$ cat src/rtl/cnt_seek_pkg.sv
// Shared types and constants for the counter seek controller.
package cnt_seek_pkg;

  localparam int unsigned CNT_SEEK_WIDTH = 4;
  localparam int unsigned DWELL_W        = 8;

  typedef enum logic [2:0] {
    IDLE      = 3'd0,
    COMPARE   = 3'd1,
    STEP_UP   = 3'd2,
    STEP_DOWN = 3'd3,
    WAIT      = 3'd4,
    DONE      = 3'd5
  } seek_state_t;

endpackage

$ cat src/rtl/cnt_seek_ctrl_if.sv
// Seek handshake, counter step commands and counter feedback in one bundle.
interface cnt_seek_ctrl_if
  import cnt_seek_pkg::*;
#(
  parameter int unsigned WIDTH = CNT_SEEK_WIDTH
);
  logic             Start;
  logic [WIDTH-1:0] Target;
  logic             Abort;
  logic [WIDTH-1:0] Count;
  logic             Up;
  logic             Down;
  logic             Busy;
  logic             Done;
  logic             Error;

  modport master (
    output Start, Target, Abort, Count,
    input  Up, Down, Busy, Done, Error
  );

  modport slave (
    input  Start, Target, Abort, Count,
    output Up, Down, Busy, Done, Error
  );
endinterface

$ cat src/rtl/cnt_dwell_timer.sv
// Loadable down-counter with a zero flag; paces the idle gap after each step.
module cnt_dwell_timer
  import cnt_seek_pkg::*;
(
  input  logic               clk,
  input  logic               rst,
  input  logic               load,
  input  logic [DWELL_W-1:0] load_value,
  input  logic               en,
  output logic               zero
);
  logic [DWELL_W-1:0] count;

  always_ff @(posedge clk or posedge rst) begin
    if (rst) begin
      count <= '0;
    end else if (load) begin
      count <= load_value;
    end else if (en && (count != '0)) begin
      count <= count - 1'b1;
    end
  end

  assign zero = (count == '0);
endmodule

$ cat src/rtl/cnt_seek_ctrl.sv
// Drives an up/down counter to a captured target with single-cycle step commands.
// Optional step-count timeout with sticky Error: define CNT_SEEK_TIMEOUT_EN.
module cnt_seek_ctrl
  import cnt_seek_pkg::*;
#(
  parameter int unsigned WIDTH = CNT_SEEK_WIDTH,
  parameter int unsigned DWELL = 0
) (
  input logic            Clock,
  input logic            Reset,
  cnt_seek_ctrl_if.slave bus
);
  // Timer is loaded with DWELL-1 so WAIT exits on the cycle it reads zero.
  localparam logic [DWELL_W-1:0] DWELL_LOAD = (DWELL > 0) ? DWELL_W'(DWELL - 1) : '0;
  localparam logic               HAS_DWELL  = (DWELL > 0);

  seek_state_t      state;
  logic [WIDTH-1:0] target;
  logic             up_q;
  logic             down_q;
  logic             busy_q;
  logic             done_q;
  logic             accept;
  logic             stepping;
  logic             timeout;
  logic             dwell_zero;

  assign accept   = (state == IDLE) && bus.Start && !bus.Abort;
  assign stepping = (state == STEP_UP) || (state == STEP_DOWN);

  cnt_dwell_timer u_dwell (
    .clk        (Clock),
    .rst        (Reset),
    .load       (stepping && HAS_DWELL),
    .load_value (DWELL_LOAD),
    .en         (state == WAIT),
    .zero       (dwell_zero)
  );

  always_ff @(posedge Clock or posedge Reset) begin
    if (Reset) begin
      state  <= IDLE;
      target <= '0;
      up_q   <= 1'b0;
      down_q <= 1'b0;
      busy_q <= 1'b0;
      done_q <= 1'b0;
    end else begin
      up_q   <= 1'b0;
      down_q <= 1'b0;
      done_q <= 1'b0;
      case (state)
        IDLE: begin
          if (accept) begin
            target <= bus.Target;
            state  <= COMPARE;
            busy_q <= 1'b1;
          end
        end
        DONE: begin
          state  <= IDLE;
          busy_q <= 1'b0;
        end
        default: begin
          if (bus.Abort || timeout) begin
            state  <= IDLE;
            busy_q <= 1'b0;
          end else begin
            case (state)
              COMPARE: begin
                if (bus.Count == target) begin
                  state  <= DONE;
                  done_q <= 1'b1;
                end else if (bus.Count < target) begin
                  state <= STEP_UP;
                  up_q  <= 1'b1;
                end else begin
                  state  <= STEP_DOWN;
                  down_q <= 1'b1;
                end
              end
              STEP_UP, STEP_DOWN: state <= HAS_DWELL ? WAIT : COMPARE;
              WAIT: begin
                if (dwell_zero) state <= COMPARE;
              end
              default: begin
                state  <= IDLE;
                busy_q <= 1'b0;
              end
            endcase
          end
        end
      endcase
    end
  end

`ifdef CNT_SEEK_TIMEOUT_EN
  // Fires on the 2^WIDTH-th step, which no undisturbed seek ever needs.
  localparam logic [WIDTH:0] STEP_LAST = {1'b0, {WIDTH{1'b1}}};
  logic [WIDTH:0] steps;
  logic           error_q;

  assign timeout = stepping && (steps == STEP_LAST);

  always_ff @(posedge Clock or posedge Reset) begin
    if (Reset) begin
      steps   <= '0;
      error_q <= 1'b0;
    end else if (accept) begin
      steps   <= '0;
      error_q <= 1'b0;
    end else begin
      if (stepping) steps <= steps + 1'b1;
      if (timeout && !bus.Abort) error_q <= 1'b1;
    end
  end

  assign bus.Error = error_q;
`else
  assign timeout   = 1'b0;
  assign bus.Error = 1'b0;
`endif

  assign bus.Up   = up_q;
  assign bus.Down = down_q;
  assign bus.Busy = busy_q;
  assign bus.Done = done_q;
endmodule

$ cat src/flat_wrapper.sv
// flat-port wrapper written by rule: the top's interface ports become plain ports
module cnt_seek_ctrl_flat import cnt_seek_pkg::*;
#(
  parameter int unsigned WIDTH = CNT_SEEK_WIDTH,
  parameter int unsigned DWELL = 0
)
  (Clock, Reset, bus_Start, bus_Target, bus_Abort, bus_Count, bus_Up, bus_Down, bus_Busy, bus_Done, bus_Error);
  cnt_seek_ctrl_if #(.WIDTH(WIDTH)) bus_i ();
  input logic Clock;
  input logic Reset;
  input wire logic [$bits(bus_i.Start)-1:0] bus_Start;
  input wire logic [$bits(bus_i.Target)-1:0] bus_Target;
  input wire logic [$bits(bus_i.Abort)-1:0] bus_Abort;
  input wire logic [$bits(bus_i.Count)-1:0] bus_Count;
  output wire logic [$bits(bus_i.Up)-1:0] bus_Up;
  output wire logic [$bits(bus_i.Down)-1:0] bus_Down;
  output wire logic [$bits(bus_i.Busy)-1:0] bus_Busy;
  output wire logic [$bits(bus_i.Done)-1:0] bus_Done;
  output wire logic [$bits(bus_i.Error)-1:0] bus_Error;
  assign bus_i.Start = bus_Start;
  assign bus_i.Target = bus_Target;
  assign bus_i.Abort = bus_Abort;
  assign bus_i.Count = bus_Count;
  assign bus_Up = bus_i.Up;
  assign bus_Down = bus_i.Down;
  assign bus_Busy = bus_i.Busy;
  assign bus_Done = bus_i.Done;
  assign bus_Error = bus_i.Error;
  cnt_seek_ctrl #(.WIDTH(WIDTH), .DWELL(DWELL)) u_core (.Clock(Clock), .Reset(Reset), .bus(bus_i));
endmodule
$ cat config.mk
export PLATFORM = sky130hd
export DESIGN_NAME = cnt_seek_ctrl_flat
export DESIGN_NICKNAME = d
export VERILOG_FILES = /design/src/rtl/cnt_seek_pkg.sv /design/src/rtl/cnt_seek_ctrl_if.sv /design/src/rtl/cnt_dwell_timer.sv /design/src/rtl/cnt_seek_ctrl.sv /design/src/flat_wrapper.sv
export SDC_FILE = /design/constraint.sdc
export NUM_CORES = 1
export LEC_CHECK = 0
export BUFFER_PORTS_ARGS = -buffer_cell sky130_fd_sc_hd__buf_2
export CORE_ASPECT_RATIO = 1.1
export CORE_MARGIN = 10
export CORE_UTILIZATION = 59
export DETAILED_ROUTE_END_ITERATION = 16
export PLACE_DENSITY = 0.83
export SETUP_SLACK_MARGIN = 0.4
export SLEW_MARGIN = 20
export SYNTH_ARGS = -nofsm -noshare
export SYNTH_HDL_FRONTEND = slang
export SYNTH_HIERARCHICAL = 1
export SYNTH_SLANG_ARGS = --single-unit
$ cat constraint.sdc
create_clock -name Clock -period 5.33 [get_ports Clock]
set_input_delay 0.533 -clock Clock [delete_from_list [all_inputs] [get_ports Clock]]
set_output_delay 0.533 -clock Clock [all_outputs]
set_load 0.02 [all_outputs]
-- Word level (Yosys, flattened, before mapping)
Cells that the tools add are included.
- bits in registers: 19
- latch bits: 0
- RAM bits: 0
- memory bits (read-only): 0
- input bits: 12
- logic and storage cells: 56
- memories kept: 0
- add/sub/neg operators: 1
- multiply operators: 0
- divide/modulo/power cells: 0
- order comparisons: 1
- equality and inequality tests: 9
- shift operators: 0
- muxes and demuxes: 25
- bitwise operators: 0
- reduce and logical (&&, ||, !) cells: 13
- operators with widths (operator ; number):
    $mux W1 ; 18
    $mux W3 ; 4
    $pmux W3 S3 ; 1
    $logic_not A8 Y1 ; 1
    $reduce_bool A8 Y1 ; 1
    $sub A8 B1 Y8 const B ; 1
    $eq A3 B2 Y1 const B ; 2
    $eq A3 B3 Y1 const B ; 2
    $pmux W3 S2 ; 1
    $reduce_and A2 Y1 ; 3
    $ne A5 B2 Y1 const B ; 1
    $eq A4 B4 Y1 ; 1
    $lt A4 B4 Y1 ; 1
    $ne A4 B1 Y1 const B ; 1
    $reduce_or A2 Y1 ; 2
    $reduce_or A4 Y1 ; 1
    $eq A3 B1 Y1 const B ; 1
    $logic_and A1 B1 Y1 ; 3
    $logic_not A3 Y1 ; 1
    $ne A2 B1 Y1 const B ; 1
    $pmux W1 S2 ; 1
    $logic_not A1 Y1 ; 1

-- Logic depth before layout (Yosys ltp)
Gate-level depths: netlist of run 1.
- depth in word-level cells: 6
- gate-level depth with buffers: 7
- depth with buffers taken out: 7

-- Cells and area by module
The synthesis of run 1 kept the hierarchy.
- by module, submodules not included (module ; instances ; cells each ; area an instance (µm²) ; seq. area each (µm²)):
    cnt_seek_ctrl ; 1 ; 57 ; 585.6 ; 275.3
    cnt_dwell_timer ; 1 ; 53 ; 495.5 ; 200.2

-- Worst setup path after synthesis of run 1
Ideal clock, no wire load.
- path kind: register to register
- from: register u_core.u_dwell.count[0]
- to: register u_core.state[0]
- library setup time: 0.066 ns
- arrival time: 1.739 ns
- data required time: 5.264 ns
- slack: 3.525 ns
- stages on the path, launching flop included: 8
- buffers on the path: 0
- period minus slack after synthesis: 1.805 ns
- path through: dfrtp_1 -> inv_1 -> ha_1 -> or4b_4 -> nor2_1 -> nand2_2 -> a221oi_2 -> o31a_1
- word-level cells in the longest chain between the ends: 3
- ends and longest elaborated chain (what ; RTL line ; source):
    start: declaration ; cnt_dwell_timer.sv:12 ; logic [DWELL_W-1:0] count;
    start signal: assignment ; cnt_dwell_timer.sv:18 ; count <= load_value;
    start signal: assignment ; cnt_dwell_timer.sv:20 ; count <= count - 1'b1;
    $logic_not A8 Y1 ; cnt_dwell_timer.sv:24 ; assign zero = (count == '0);
    via u_core.dwell_zero ; cnt_seek_ctrl.sv:26 ; logic dwell_zero;
    $ne A5 B2 Y1 (no line) ; -- ;
    $reduce_and A2 Y1 (no line) ; -- ;
    end signal: assignment ; cnt_seek_ctrl.sv:82 ; STEP_UP, STEP_DOWN: state <= HAS_DWELL ? WAIT : COMPARE;
    end: declaration ; cnt_seek_ctrl.sv:17 ; seek_state_t state;
The timed path passes the listed nets, and every way through them passes these cells.
A chain may end at the register's enable or synchronous reset.

-- Worst setup path after layout of run 1
Same ends and word-level chain as after synthesis.

==> results.yml, run 1 <==
synthesis:
  synth_flop_cell: "dfrtp_1"
  yosysUniqueCellTypes: 39
  syn_area_per_cell_um2: 9.83
  synthesis.area_mm2: 0.00108
  postSynthCellCount: 110
  ys_seq_area_share_pct: 44.0
  ys_ff_latch: 19
  async_flop_share_pct: 100
  synth-edff-count: 0
  yosys_warnings: 6
critical_path:
  cp-end-kind: "register"
  reg2reg_slack_ns: 3.40
  slowest_stage: "or4b_4"
  path_cells: "inv_1 > ha_1 > or4b_4 > nor2_1 > nand2_2 > a221oi_2 > o31a_1"
  arrival_ns: 2.17
  rr_worst_depth: 7
  slowest_delay_ns: 0.49
  worstPathMaxFanout: 4
  crit_buf_inv: 1
  crit_required_ns: 5.58
  reg2reg_to: "u_core/state[0]"
  path_depth: 7
  critical_path.top_delay_family: "simple AND/OR/NAND/NOR gates"
  crit_type: "reg2reg"
  cp-start-kind: "register"
  r2r-start: "u_core/u_dwell/count[0]"
finish:
  layout-drive-gt1-share_pct: 22.4
  stdcell_area_mm2: 0.00125
  nFillCells: 123
  nets: 162
  area_delta_synth_final_pct: 16.1
  antennaDiodeCount: 0
  final_cells: 161
die:
  core_mm2: 0.00176
  die_y_um: 64.9
  die_area_mm2: 0.00395
  core.rowCount: 16
  io_pins: 17
  initial_core_util_pct: 61.4
  die_x_um: 60.8
clock_tree:
  cts_sinks: 19
  cts-root-buf: "clkbuf_4"
  numCtsBuffers: 3
  htreeDepth: 1
  cts.clk_slew.worst_paths_ns: 0.11
  cts_hold_buf: 0
  cts_buffer_depth: 2
  cts_setup_buffers: 0
  cts_tree: "built"
  clk_latency_ns: 0.29
  cts.repair.resized: 0
sta:
  finalWorstSetupSlack_ns: 3.40
  rsz0062_at_grt: "no"
  slew_viol_final: 0
  skew_ns: 0.00597
  fin_crit_ns: 1.93
  fin_crit_sh_pct: 36.2
  fmax_ghz: 0.518
  relSlewSlack_pct: 50.3
  worst_pin_slew_ns: 0.735
  final.setup.tns_ns: 0
  hold_viol: 0
  setup_viol: 0
route:
  vias_per_cell: 5.42
  first_iter_violations: 22
  wirelength_mm: 2.18
  post_drt_wl_per_cell_um: 13.5
  routed-via-count: 873
  route.detailed.drc: 0
  firstDrtPassIters: 4
  antenna_left: 0
global_routing:
  grt_max_degree: 12
  grt_first_pass_wirelength_mm: 3.92
  overflow: 0
  grt_pass1_vias: 880
  track_usage_pct: 12.3
  antenna_found_initial: 0
place:
  gp_congestion: 0.871
  placed_cell_area_mm2: 0.00123
  io_buffers: 15
  placedCellCount: 157
  place_ws_ns: 3.42
  post-dp-hpwl_mm: 1.72
outcome:
  status: "completed"
pwr:
  p_per_area_mw_per_mm2: 307
  ir_drop_uv: 191
  p_leak_nw: 0.605
worst_hold_path:
  min_path_type: "in2async"
run:
  max-cap-violations: 0
-- cells by family (layout without fill, tap and decap cells) --
family	count (synthesis)	in the layout	share of synthesized area [%]
AO/OA/AOI/OAI	24	24	14.4
buffers and inverters	13	30	4.86
XOR/XNOR	4	4	3.24
other	1	17	0.347
flip-flops	19	19	44.0
adder cells (fa/ha/maj)	6	6	6.94
multiplexers	5	5	5.21
AND/OR/NAND/NOR	38	38	21.1
-- metrics by stage --
stage	utilization [%]	power [mW]	hold WS, ns
after floorplan	-	0.281	0.349
after global placement	69.7	0.305	0.476
after detailed placement	69.7	0.313	0.492
after CTS	71.2	0.386	0.175
after global routing	71.2	0.415	0.183
final	71.2	0.385	0.170
-- cells in the final DEF (no fill, tap or decap), types with 3 or more instances in the layout --
cell type / Yosys / routed
inv_1: 11 / 11
buf_2: 0 / 15
o21ai_0: 7 / 7
conb_1: 1 / 17
nor2_1: 5 / 5
clkbuf_4: 0 / 3
o21ai_1: 3 / 3
ha_1: 6 / 6
a21oi_1: 5 / 5
nor3_1: 3 / 3
nand2_1: 10 / 10
dfrtp_1: 19 / 19
mux2_2: 3 / 3
-- report_power, final --
part | switching [mW] | leakage (nW) | internal [mW]
sequential | 0.0222 | 0.236 | 0.171
combinational | 0.0664 | 0.351 | 0.0521
clock | 0.0453 | 0.0177 | 0.0279
-- flip-flops by register name, indices dropped and copies added, names as in the netlist --
name / count
u_core/u_dwell/count: 8
u_core/target: 4
u_core/state: 3
u_core/bus.Busy: 1
u_core/bus.Done: 1
u_core/bus.Down: 1
u_core/bus.Up: 1
-- worst register-to-register path, stage by stage (launching register included) --
cell and delay, ns:
dfrtp_1 0.40, inv_1 0.11, ha_1 0.17, or4b_4 0.49
nor2_1 0.22, nand2_2 0.07, a221oi_2 0.26, o31a_1 0.15
-- layout make-up --
type	count	area, µm²	share of cell area [%]
sequential	19	475	37.9
timing repair buffer	15	75.1	5.98
clock inverter	1	5.00	0.399
tap	18	22.5	1.79
multi-input combinational	94	613	48.9
inverter	11	41.3	3.29
clock buffer	3	22.5	1.79
-- layer usage --
metal | global-route usage (%) | up-vias | part of all wire [%]
li1 | - | 434 | -
met1 | 14.4 | 410 | 41
met2 | 21.2 | 25 | 53
met3 | 1.95 | 4 | 5.4
met4 | 4.95 | 0 | 0.96
met5 | 0 | - | 0
-- how the worst max path moves through the flow --
stage	end	slack, ns	start
CTS	u_core/state[0]	3.39	u_core/u_dwell/count[0]
finish	u_core/state[0]	3.40	u_core/u_dwell/count[0]
floorplan	u_core/state[0]	3.53	u_core/u_dwell/count[0]
detailed placement	u_core/state[0]	3.42	u_core/u_dwell/count[0]
global placement	u_core/state[0]	3.47	u_core/u_dwell/count[0]
global route	u_core/state[0]	3.23	u_core/u_dwell/count[0]
-- cell usage after synthesis (2+ instances only) --
cell type / count / area [µm²]
dfrtp_1: 19 / 475
nor2_1: 5 / 18.8
nand2_1: 10 / 37.5
ha_1: 6 / 75.1
o31a_1: 2 / 17.5
xor2_1: 2 / 17.5
nand3_1: 2 / 10.0
inv_1: 11 / 41.3
o21ai_1: 3 / 15.0
nor3_1: 3 / 15.0
a21oi_1: 5 / 25.0
nor3b_1: 2 / 15.0
mux2_2: 3 / 33.8
mux2_1: 2 / 22.5
xnor2_1: 2 / 17.5
nand4_1: 2 / 12.5
a22oi_1: 2 / 15.0
nor2b_1: 2 / 12.5
o21ai_0: 7 / 35.0
Note: power is estimated with default switching activity, not from simulation.
==> inputs of run 2 (changes only) <==
- CORE_UTILIZATION: 59 -> 49
- PLACE_DENSITY: 0.83 -> 0.73
- clock period: 5.33 -> 1.7 ns (I/O delays scaled with it)
==> run 2 against run 1 <==
Against the previous run: the flow now finishes with violations (setup timing); maximum frequency up 1.6%; clock-buffer cell count unchanged; setup slack worse by 3.6 ns; non-clock buffer count up 25; core utilization up 11 points; die area up 14%; combinational power rose to 6.0 times the previous value; sequential share of layout area down 9.9 points; critical path type unchanged; largest power group is now combinational logic.
==> results.yml, run 2 (synthesized netlist as in run 1, its figures left out) <==
place:
  post-dp-hpwl_mm: 1.95
  gp_congestion: 0.790
  io_buffers: 15
  place_ws_ns: -0.113
  placed_cell_area_mm2: 0.00141
critical_path:
  cp-end-kind: "register"
  crit_type: "reg2reg"
  r2r-start: "u_core/u_dwell/count[0]"
  crit_required_ns: 1.94
  worstPathMaxFanout: 3
  path_cells: "inv_2 > ha_4 > or4b_4 > nor2_4 > nand2_2 > a221oi_2 > o31a_1"
  arrival_ns: 2.14
  slowest_delay_ns: 0.51
  cp-start-kind: "register"
  crit_start: "u_core/u_dwell/count[0]"
  slowest_stage: "or4b_4"
outcome:
  status: "finished with violations"
  violations: "setup timing"
finish:
  largest_reg_flops: 8
  nets: 187
  area_delta_synth_final_pct: 56.9
  final_cell_mix: "19 x dfrtp_1, 17 x conb_1, 17 x buf_4, 15 x buf_2, 9 x nand2_1"
  largest_registers: "u_core/u_dwell/count (8), u_core/target (4), u_core/state (3)"
  layout_commonest_cell: "dfrtp_1"
  antennaDiodeCount: 0
  regMostFlops: "u_core/u_dwell/count"
  nFillCells: 122
  stdcell_area_mm2: 0.00170
  layout-drive-gt1-share_pct: 49.4
die:
  initial_core_util_pct: 52.4
  die_area_mm2: 0.00449
  core_mm2: 0.00206
  die_x_um: 64.8
  die_y_um: 69.3
  core.rowCount: 17
  io_pins: 17
global_routing:
  track_usage_pct: 12.4
  grt_pass1_vias: 993
  grt_first_pass_wirelength_mm: 4.55
  grt_max_degree: 12
  antenna_found_initial: 0
  overflow: 0
sta:
  skew_ns: 0.00461
  fin_crit_sh_pct: 112
  rsz0062_at_grt: "yes"
  hold_viol: 0
  setup_viol: 6
  finalWorstSetupSlack_ns: -0.199
  fin_crit_ns: 1.90
  slew_viol_final: 0
  fmax_ghz: 0.527
route:
  firstDrtPassIters: 4
  antenna_left: 0
  first_iter_violations: 27
  vias_per_cell: 5.22
  routed-via-count: 1024
  route.detailed.drc: 0
  wirelength_mm: 3.32
  post_drt_wl_per_cell_um: 16.9
worst_hold_path:
  worstHoldStart: "bus_Target[1]"
  min_path_type: "in2reg"
clock_tree:
  cts_tree: "built"
  cts-root-buf: "clkbuf_4"
  cts.clk_slew.worst_paths_ns: 0.12
  numCtsBuffers: 3
  htreeDepth: 1
  cts_sinks: 19
  cts_buffer_depth: 2
  clk_latency_ns: 0.30
pwr:
  power_mw: 1.54
  intPower_mw: 0.974
  ir_drop_uv: 900
  p_per_area_mw_per_mm2: 909
  net-switching-power_mw: 0.569
  comb_power_share_pct: 46.1
  sw_frac_of_total_pct: 36.8
  clock_power_share_pct: 15.2
  p_leak_nw: 0.778
  seq_power_share_pct: 38.7
run:
  max-cap-violations: 0
-- run 2: cell count changes in the layout (fill, tap and decap cells not counted), sizes merged --
| cell | change |
|---|---|
| dlygate4sd3 | +1 |
| buf | +24 |
-- run 2: final timing paths --
| kind | slack (ns) | endpoint | depth (start not counted) |
|---|---|---|---|
| worst max-delay path | -0.20 | u_core/state[0] | 7 |
| worst min-delay path | 0.10 | u_core/target[1] | 2 |
| worst max register to register | -0.20 | u_core/state[0] | 7 |
| worst min register to register | 0.53 | u_core/target[1] | 1 |
| max in group asynchronous | 1.00 | u_core/target[3] | 3 |
| min in group asynchronous | 0.38 | u_core/u_dwell/count[3] | 3 |
-- run 2: final cells by class --
class	instances	area (µm²)	area share [%]
multi-input combinational	94	826	48.7
sequential	19	475	28.0
timing repair buffer	40	292	17.2
inverter	11	41.3	2.43
tap	28	35.0	2.06
clock buffer	3	22.5	1.33
clock inverter	1	5.00	0.295
-- run 2: layer usage --
layer  share of wire (%)  GRT usage, %  wire [µm]  up-vias
met4                 3.8          5.42        126        0
met1                  38          14.2       1260      484
met2                  52          20.3       1740       38
met5                   0             0          0        -
met3                 5.8          4.03        192       16
li1                    -             -          -      486
-- run 2: timing repair --
item	4_1_cts	5_1_grt
hold endpoints to repair	19	0
pin swaps	7	17
setup endpoints to repair	11	16
resized for setup	15	24
setup buffers	4	5
hold buffers	1	0
-- run 2: critical path: cells and delay by family, from the launching register on --
family,cells,cell delay (ns)
AND/OR/NAND/NOR,3,0.76
AO/OA/AOI/OAI,2,0.41
flip-flops,1,0.41
adder cells (fa/ha/maj),1,0.15
buffers and inverters,1,0.10
-- run 2: power by group through the flow --
| stage | logic (mW) | registers (mW) | clock network, mW |
|---|---|---|---|
| after global placement | 0.449 | 0.591 | 0 |
| after CTS | 0.528 | 0.587 | 0.233 |
| after global routing | 0.767 | 0.608 | 0.260 |
| after floorplan | 0.281 | 0.624 | 0 |
| after detailed placement | 0.473 | 0.595 | 0 |
| final | 0.711 | 0.598 | 0.235 |
-- run 2: stage by stage --
stage / setup TNS (ns) / utilization [%] / instances / hold slack, ns
after global routing: -0.922 / 82.2 / 196 / 0.0821
after floorplan: -0.00659 / - / 126 / -0.0143
after global placement: -0.0388 / 68.5 / 182 / 0.155
after CTS: -0.289 / 75.1 / 191 / 0.0995
final: -0.665 / 82.2 / 196 / 0.102
after detailed placement: -0.179 / 68.5 / 182 / 0.160
